File: config.mk
export PLATFORM = sky130hd
export DESIGN_NAME = store_narrow_flat
export DESIGN_NICKNAME = d
export VERILOG_FILES = /design/src/rtl/store_narrow_if.sv /design/src/rtl/store_narrow.sv /design/src/flat_wrapper.sv
export SDC_FILE = /design/constraint.sdc
export NUM_CORES = 1
export LEC_CHECK = 0
export CELL_PAD_IN_SITES_DETAIL_PLACEMENT = 1
export CELL_PAD_IN_SITES_GLOBAL_PLACEMENT = 2
export CORE_MARGIN = 3
export CORE_UTILIZATION = 27
export CTS_CLUSTER_SIZE = 10
export DETAILED_ROUTE_END_ITERATION = 10
export GPL_TIMING_DRIVEN = 0
export PLACE_DENSITY = 0.81
export RECOVER_POWER = 100
export SLEW_MARGIN = 20
export SYNTH_ARGS = -nofsm -noshare
export SYNTH_HDL_FRONTEND = slang
export SYNTH_SLANG_ARGS = --single-unit
export TNS_END_PERCENT = 5
File: constraint.sdc
create_clock -name clk -period 2.1 [get_ports clk]
set_input_delay 0.42 -clock clk [delete_from_list [all_inputs] [get_ports clk]]
set_output_delay 0.42 -clock clk [all_outputs]
set_load 0.01 [all_outputs]
File: src/rtl/store_narrow_if.sv
// ---------------------------------------------------------------------------
// store_narrow_if : request and byte-memory signals of store_narrow
// Rev 1.0
// ---------------------------------------------------------------------------
`default_nettype none

interface store_narrow_if #(
  parameter int ADDR_W = 16
);
  logic              req_valid;
  logic              req_ready;
  logic [ADDR_W-1:0] req_addr;
  logic [15:0]       req_data;
  logic              req_word;
  logic              req_signed;
  logic              mem_wr_en;
  logic [ADDR_W-1:0] mem_addr;
  logic [7:0]        mem_wdata;
  logic              mem_ack;
  logic              done;
  logic              trunc_err;

  modport master (
    output req_valid, req_addr, req_data, req_word, req_signed, mem_ack,
    input  req_ready, mem_wr_en, mem_addr, mem_wdata, done, trunc_err
  );

  modport slave (
    input  req_valid, req_addr, req_data, req_word, req_signed, mem_ack,
    output req_ready, mem_wr_en, mem_addr, mem_wdata, done, trunc_err
  );
endinterface

`default_nettype wire

File: src/rtl/store_narrow.sv
// ---------------------------------------------------------------------------
// store_narrow : splits a 16-bit store into one or two byte writes
// Optional truncation check enabled by macro STORE_TRUNC_CHECK_EN.  Rev 1.0
// ---------------------------------------------------------------------------
`default_nettype none

module store_narrow #(
  parameter int ADDR_W = 16
) (
  input  wire logic     clk,
  input  wire logic     reset_n,
  store_narrow_if.slave bus
);

  typedef enum logic [1:0] {
    S_IDLE  = 2'd0,
    S_WR_LO = 2'd1,
    S_WR_HI = 2'd2
  } state_t;

  state_t            r_state;
  state_t            w_next_state;
  logic              r_wr_en;
  logic              w_wr_en;
  logic [ADDR_W-1:0] r_mem_addr;
  logic [ADDR_W-1:0] w_mem_addr;
  logic [7:0]        r_wdata;
  logic [7:0]        w_wdata;
  logic              r_done;
  logic              w_done;
  logic              w_accept;
  logic [7:0]        r_hi;
  logic              r_word;

`ifdef STORE_TRUNC_CHECK_EN
  logic              w_err;
  logic              r_err;
  logic              r_trunc;
  logic              w_trunc;

  // Byte store loses information when the upper byte is not the extension of the lower one
  always_comb begin
    w_err = 1'b0;
    if (!bus.req_word) begin
      if (bus.req_signed)
        w_err = (bus.req_data[15:8] != {8{bus.req_data[7]}});
      else
        w_err = (bus.req_data[15:8] != 8'h00);
    end
  end
`else
  logic              w_unused;
  assign w_unused = bus.req_signed;
`endif

  always_comb begin
    w_next_state = r_state;
    w_wr_en      = r_wr_en;
    w_mem_addr   = r_mem_addr;
    w_wdata      = r_wdata;
    w_done       = 1'b0;
    w_accept     = 1'b0;
`ifdef STORE_TRUNC_CHECK_EN
    w_trunc      = 1'b0;
`endif
    case (r_state)
      S_IDLE: begin
        if (bus.req_valid) begin
          w_accept     = 1'b1;
          w_next_state = S_WR_LO;
          w_wr_en      = 1'b1;
          w_mem_addr   = bus.req_addr;
          w_wdata      = bus.req_data[7:0];
        end
      end
      S_WR_LO: begin
        if (bus.mem_ack) begin
          if (r_word) begin
            w_next_state = S_WR_HI;
            w_mem_addr   = r_mem_addr + ADDR_W'(1);
            w_wdata      = r_hi;
          end else begin
            w_next_state = S_IDLE;
            w_wr_en      = 1'b0;
            w_done       = 1'b1;
`ifdef STORE_TRUNC_CHECK_EN
            w_trunc      = r_err;
`endif
          end
        end
      end
      S_WR_HI: begin
        if (bus.mem_ack) begin
          w_next_state = S_IDLE;
          w_wr_en      = 1'b0;
          w_done       = 1'b1;
        end
      end
      default: begin
        w_next_state = S_IDLE;
        w_wr_en      = 1'b0;
      end
    endcase
  end

  always_ff @(posedge clk or negedge reset_n) begin
    if (!reset_n) begin
      r_state    <= S_IDLE;
      r_wr_en    <= 1'b0;
      r_mem_addr <= '0;
      r_wdata    <= 8'h00;
      r_done     <= 1'b0;
      r_hi       <= 8'h00;
      r_word     <= 1'b0;
`ifdef STORE_TRUNC_CHECK_EN
      r_err      <= 1'b0;
      r_trunc    <= 1'b0;
`endif
    end else begin
      r_state    <= w_next_state;
      r_wr_en    <= w_wr_en;
      r_mem_addr <= w_mem_addr;
      r_wdata    <= w_wdata;
      r_done     <= w_done;
`ifdef STORE_TRUNC_CHECK_EN
      r_trunc    <= w_trunc;
`endif
      if (w_accept) begin
        r_hi   <= bus.req_data[15:8];
        r_word <= bus.req_word;
`ifdef STORE_TRUNC_CHECK_EN
        r_err  <= w_err;
`endif
      end
    end
  end

  assign bus.req_ready = (r_state == S_IDLE);
  assign bus.mem_wr_en = r_wr_en;
  assign bus.mem_addr  = r_mem_addr;
  assign bus.mem_wdata = r_wdata;
  assign bus.done      = r_done;
`ifdef STORE_TRUNC_CHECK_EN
  assign bus.trunc_err = r_trunc;
`else
  assign bus.trunc_err = 1'b0;
`endif

endmodule

`default_nettype wire
File: src/flat_wrapper.sv
// flat-port wrapper written by rule: the top's interface ports become plain ports
module store_narrow_flat 
#(
  parameter int ADDR_W = 16
)
  (clk, reset_n, bus_req_valid, bus_req_addr, bus_req_data, bus_req_word, bus_req_signed, bus_mem_ack, bus_req_ready, bus_mem_wr_en, bus_mem_addr, bus_mem_wdata, bus_done, bus_trunc_err);
  store_narrow_if #(.ADDR_W(ADDR_W)) bus_i ();
  input  wire logic clk;
  input  wire logic reset_n;
  input wire logic [$bits(bus_i.req_valid)-1:0] bus_req_valid;
  input wire logic [$bits(bus_i.req_addr)-1:0] bus_req_addr;
  input wire logic [$bits(bus_i.req_data)-1:0] bus_req_data;
  input wire logic [$bits(bus_i.req_word)-1:0] bus_req_word;
  input wire logic [$bits(bus_i.req_signed)-1:0] bus_req_signed;
  input wire logic [$bits(bus_i.mem_ack)-1:0] bus_mem_ack;
  output wire logic [$bits(bus_i.req_ready)-1:0] bus_req_ready;
  output wire logic [$bits(bus_i.mem_wr_en)-1:0] bus_mem_wr_en;
  output wire logic [$bits(bus_i.mem_addr)-1:0] bus_mem_addr;
  output wire logic [$bits(bus_i.mem_wdata)-1:0] bus_mem_wdata;
  output wire logic [$bits(bus_i.done)-1:0] bus_done;
  output wire logic [$bits(bus_i.trunc_err)-1:0] bus_trunc_err;
  assign bus_i.req_valid = bus_req_valid;
  assign bus_i.req_addr = bus_req_addr;
  assign bus_i.req_data = bus_req_data;
  assign bus_i.req_word = bus_req_word;
  assign bus_i.req_signed = bus_req_signed;
  assign bus_i.mem_ack = bus_mem_ack;
  assign bus_req_ready = bus_i.req_ready;
  assign bus_mem_wr_en = bus_i.mem_wr_en;
  assign bus_mem_addr = bus_i.mem_addr;
  assign bus_mem_wdata = bus_i.mem_wdata;
  assign bus_done = bus_i.done;
  assign bus_trunc_err = bus_i.trunc_err;
  store_narrow #(.ADDR_W(ADDR_W)) u_core (.clk(clk), .reset_n(reset_n), .bus(bus_i));
endmodule
---- Word level (Yosys, flattened, before mapping) ----
Index checks and enable logic that the tools add are counted.
storage, ports and cells
  register bits after elaboration ......... 37
  bits in latches ......................... 0
  memory bits (writable) .................. 0
  memory bits (read-only) ................. 0
  output and inout bits ................... 28
  memories ................................ 0
cells by class
  add/subtract/negate cells ............... 1
  $mul .................................... 0
  divide/modulo/power cells ............... 0
  magnitude comparators ................... 0
  equal/unequal tests ..................... 7
  shift operators ......................... 0
  multiplexer cells ....................... 24
  bitwise operators ....................... 0
  reduce and logical (&&, ||, !) cells .... 5
operators by type and width
  operator                 number
  $mux W16                 3
  $pmux W16 S2             1
  $mux W8                  3
  $add A16 B1 Y16 const B  1
  $pmux W8 S2              1
  $mux W1                  9
  $mux W2                  4
  $ne A2 B2 Y1 const B     4
  $reduce_and A4 Y1        2
  $pmux W2 S3              1
  $pmux W1 S3              1
  $reduce_and A3 Y1        1
  $eq A2 B1 Y1 const B     1
  $eq A2 B2 Y1 const B     1
  $logic_not A2 Y1         1
  $ne A2 B1 Y1 const B     1
  $pmux W1 S2              1
  $reduce_bool A2 Y1       1

---- Longest topological paths before layout ----
  depth in word-level cells ............... 4
  gate-level depth with buffers ........... 9

---- Worst setup path after synthesis ----
OpenSTA, ideal clock, no wires.
  path type ............................... reg-to-reg
  start ................................... register u_core.r_state[0]
  end ..................................... register u_core.r_wr_en, in the netlist u_core.bus.mem_wr_en
  arrival time ............................ 1.627 ns
  required time ........................... 1.975 ns
  setup slack ............................. 0.348 ns
  cell stages (with the launch flop) ...... 8
  clock period less this slack ............ 1.752 ns
  cell sequence ........................... dfrtp_1 > inv_1 > ha_1 > nor2b_1 > buf_6 > o21bai_1 > a21o_1 > mux2_2
between the ends
  longest elaborated chain between the ends .. 3
  elaborated cells on any way between the ends .. 9
RTL lines
  element                      line                 source
  from (decl)                  store_narrow.sv:21   state_t r_state;
  from (signal assigned)       store_narrow.sv:120  r_state <= w_next_state;
  $logic_not A2 Y1 (*)         n/a
  named net bus_req_ready      flat_wrapper.sv:16   output wire logic [$bits(bus_i.req_ready)-1:0] bus_req_ready;
  $ne A2 B2 Y1 (no line)       n/a
  $reduce_and A4 Y1 (no line)  n/a
  to (signal assigned)         store_narrow.sv:121  r_wr_en <= w_wr_en;
  to (decl)                    store_narrow.sv:23   logic r_wr_en;
Mark *: on every way through the listed nets, which the timed path passes. The rest lies on a longest branch.
A chain may end at the register's enable or synchronous reset.

---- Worst setup path in the final report ----
  start ................................... register u_core.r_state[0]
  end ..................................... output bus_req_ready
between the ends
  longest elaborated chain between the ends .. 1
RTL lines
  element           line                 source
  $logic_not A2 Y1  store_narrow.sv:138  assign bus.req_ready = (r_state == S_IDLE);
  to (decl)         flat_wrapper.sv:16
Every way passes these cells.

==> qor.yml <==
cells_and_area:
  fin_cells: 369
  multi_input_area_um2: 976
  drive_gt1_share_pct: 13.9
  fin_area_um2: 2870
  seq_area_um2: 926
  area_delta_synth_final_pct: 43.2
  antenna_cells: 0
  fillers: 831
  final_net_count: 314
worst_setup_path:
  crit_path_start: "u_core.r_state[0]$_DFFE_PN0P_"
  slowest_delay_ps: 570
  crit_end: "bus_req_ready"
  r2r_start: "u_core.r_state[1]$_DFFE_PN0P_"
  critPathSlowestCell: "clkdlybuf4s50_1"
  cp_num_buf_inv: 2
  cp_top_family: "buffers and inverters"
  start_kind: "flip-flop"
  worstPathArrival_ps: 1630
  critPathCaptureType: "primary output"
  r2r_end: "u_core.bus.mem_wdata[1]$_DFFE_PN0P_"
  path_cells: "inv_1 > ha_2 > clkdlybuf4s50_1"
  crit_cells: 3
  reg2reg_depth: 8
  rrSetupSlack_ps: 170
  crit_required_ps: 1680
  critPathKind: "flip-flop to primary output"
  crit_fanout: 8
drt:
  routed.top_layer: "met4"
  wl_met2_um: 2980
  ant_nets: 0
  wl_per_cell_um: 16.2
  vias: 1843
  drtPass1Iterations: 4
  avgViaCountPerCell: 4.99
  drc: 0
  wl_met3_um: 285
  wl_met1_um: 2680
  drt-total-wl_um: 5980
  drt_iter0_markers: 57
synth:
  ys_seq_area_share_pct: 46.3
  yosys_most_used_dff: "dfrtp_1"
  synthDistinctLibCells: 44
  syn_avg_cell_area_um2: 10.1
  synth_edf_count: 0
  synth_nets: 240
  ys_ff_latch: 37
  synth_cells: 198
  async_flop_share_pct: 100
  synth_area_um2: 2000
  synth_warnings: 0
global_route:
  grt_pass1_wl_um: 9920
  grt_pass1_vias: 1963
  grt-ovfl-total: 0
  grt_usage_pct: 14.8
  antenna_found_initial: 0
  grt_max_degree: 29
timing:
  relSlewSlack_pct: 52.1
  rsz0062_at_grt: "true"
  tns_ps: 0
  setup-violations-final: 0
  finalHoldViolCount: 0
  period_share_pct: 97.4
  fin_crit_ps: 2050
  report.final.slew_viol_count: 0
  fmax_mhz: 489
  skew_ps: 5.85
  setup_ws_ps: 54.9
  max_slew.worst_pin.slew_ps: 719
power:
  powerDensity_nw_per_um2: 1660
  ir_drop_mv: 0.581
  p_leak_nw: 1.18
place:
  pre_cts_ws_ps: -75.5
  gp_routability_congestion: 0.775
  dpl_cell_area_um2: 2770
  placed_cells: 358
  port_buffers: 63
  dpl.hpwl_um: 4480
die:
  fp.coreArea_um2: 6980
  pin_count: 66
  die-width_um: 92.1
  dieArea_um2: 8480
  start_util_pct: 28.7
  num_rows: 30
  dieHeight_um: 92.1
clock_network:
  cts_buffers: 5
  clkLatencyLatePin_ps: 290
  clock-root-buffer: "clkbuf_8"
  clk_path_buf_depth: 2
  cts_num_sinks: 37
  cts_hold_buf: 0
  cts_tree: "done"
  cts_max_level: 2
  cts.clk_slew.worst_paths_ps: 80
hold_path:
  worstHoldPathType: "primary input to asynchronous set/reset pin"
outcome:
  status: "finished, final reports clean"
job:
  drv_cap: 0
worst register-to-register path, cell delays in order, from the launching register on:
cell and delay (ps):
dfrtp_1 380, inv_1 70, ha_1 180, buf_2 170, nor2_1 290, a211o_1 150
buf_2 210, buf_2 270, o21ai_1 100
report_power, final:
part / leakage, nW / internal [mW] / switching, mW
logic: 0.702 / 1.42 / 1.41
clock network: 0.0374 / 0.234 / 0.272
registers: 0.442 / 1.08 / 0.345
total: 1.18 / 2.74 / 2.02
metal layers:
metal,up-vias,global-route usage [%]
met3,4,3.61
met1,918,18.8
li1,879,-
met4,0,3.34
met2,42,25.2
met5,-,0
cells in the final DEF, fill, tap and decap left out, drive strengths merged, types with 3 or more instances in the layout:
cell / n
clkdlybuf4s50: 62
dfrtp: 37
nand2: 23
o21ai: 16
buf: 14
a21oi: 13
mux2: 11
clkbuf: 11
nand3: 10
mux2i: 9
and3: 7
nor2: 5
and4: 5
a211oi: 5
inv: 4
a311oi: 4
o22ai: 4
ha: 4
a2bb2oi: 3
sequential cells by signal, indices dropped and copies added (netlist names):
register	flops
u_core.bus.mem_addr	16
u_core.bus.mem_wdata	8
u_core.r_hi	8
u_core.r_state	2
u_core.bus.done	1
u_core.bus.mem_wr_en	1
u_core.r_word	1
kinds of logic after synthesis:
kind of cell	share of synthesized area [%]
multiplexers	10.7
AO/OA/AOI/OAI	19.8
AND/OR/NAND/NOR	15.4
other	0.187
flip-flops	46.3
buffers and inverters	5.07
adder cells (fa/ha/maj)	2.50
synth_stat cells (2+ instances only):
master,n,area [um2]
mux2_2,11,124
inv_1,4,15.0
dfrtp_1,37,926
and4_1,4,35.0
o21ai_0,5,25.0
nand3_1,10,50.1
buf_2,6,30.0
and3_1,7,43.8
nand4_1,2,12.5
o21a_1,2,15.0
or4_1,2,15.0
clkbuf_1,2,7.51
buf_4,3,22.5
nor2_1,5,18.8
o22ai_1,4,25.0
a211oi_1,4,30.0
o21ai_1,11,55.1
o21bai_1,2,15.0
a311oi_1,4,35.0
a21oi_1,13,65.1
a21o_1,2,15.0
buf_6,2,22.5
a2bb2oi_1,3,26.3
ha_1,4,50.1
nand2_1,22,82.6
mux2i_1,9,90.1
how the worst min path moves through the flow:
| stage | slack (ps) | depth (start not counted) | end | startpoint |
|---|---|---|---|---|
| finish | 100 | 1 | u_core.bus.done$_DFF_PN0_ | reset_n |
| global route | 150 | 1 | u_core.r_state[0]$_DFFE_PN0P_ | reset_n |
| CTS | 4 | 1 | u_core.r_state[0]$_DFFE_PN0P_ | reset_n |
| detailed placement | 320 | 1 | u_core.bus.mem_addr[5]$_DFFE_PN0P_ | reset_n |
| global placement | 480 | 2 | u_core.bus.mem_wdata[6]$_DFFE_PN0P_ | u_core.bus.mem_wdata[6]$_DFFE_PN0P_ |
| floorplan | 120 | 0 | u_core.bus.done$_DFF_PN0_ | reset_n |
through the flow:
| step | power, mW | hold WS (ps) | utilization (%) |
|---|---|---|---|
| final | 4.76 | 105 | 41.0 |
| after global routing | 5.20 | 149 | 41.0 |
| after CTS | 4.75 | 3.81 | 40.9 |
| after detailed placement | 4.22 | 325 | 39.6 |
| after global placement | 4.14 | 477 | 39.4 |
| after floorplan | 3.09 | 124 | - |
repair_timing:
item,CTS,global route
setup endpoints to repair,1,6
resized for setup,1,1
pin swaps,0,1
buffers inserted,0,3
final cells by class:
cell class | count | share of cell area (%)
inverters | 4 | 0.524
plain buffers | 14 | 3.10
flip-flops and latches | 37 | 32.3
clock inverters | 2 | 0.524
multi-input cells | 143 | 34.1
clock buffers | 6 | 2.53
repair buffers | 67 | 22.8
well taps | 96 | 4.19
No activity file was read; power rests on OpenSTA's default activity.
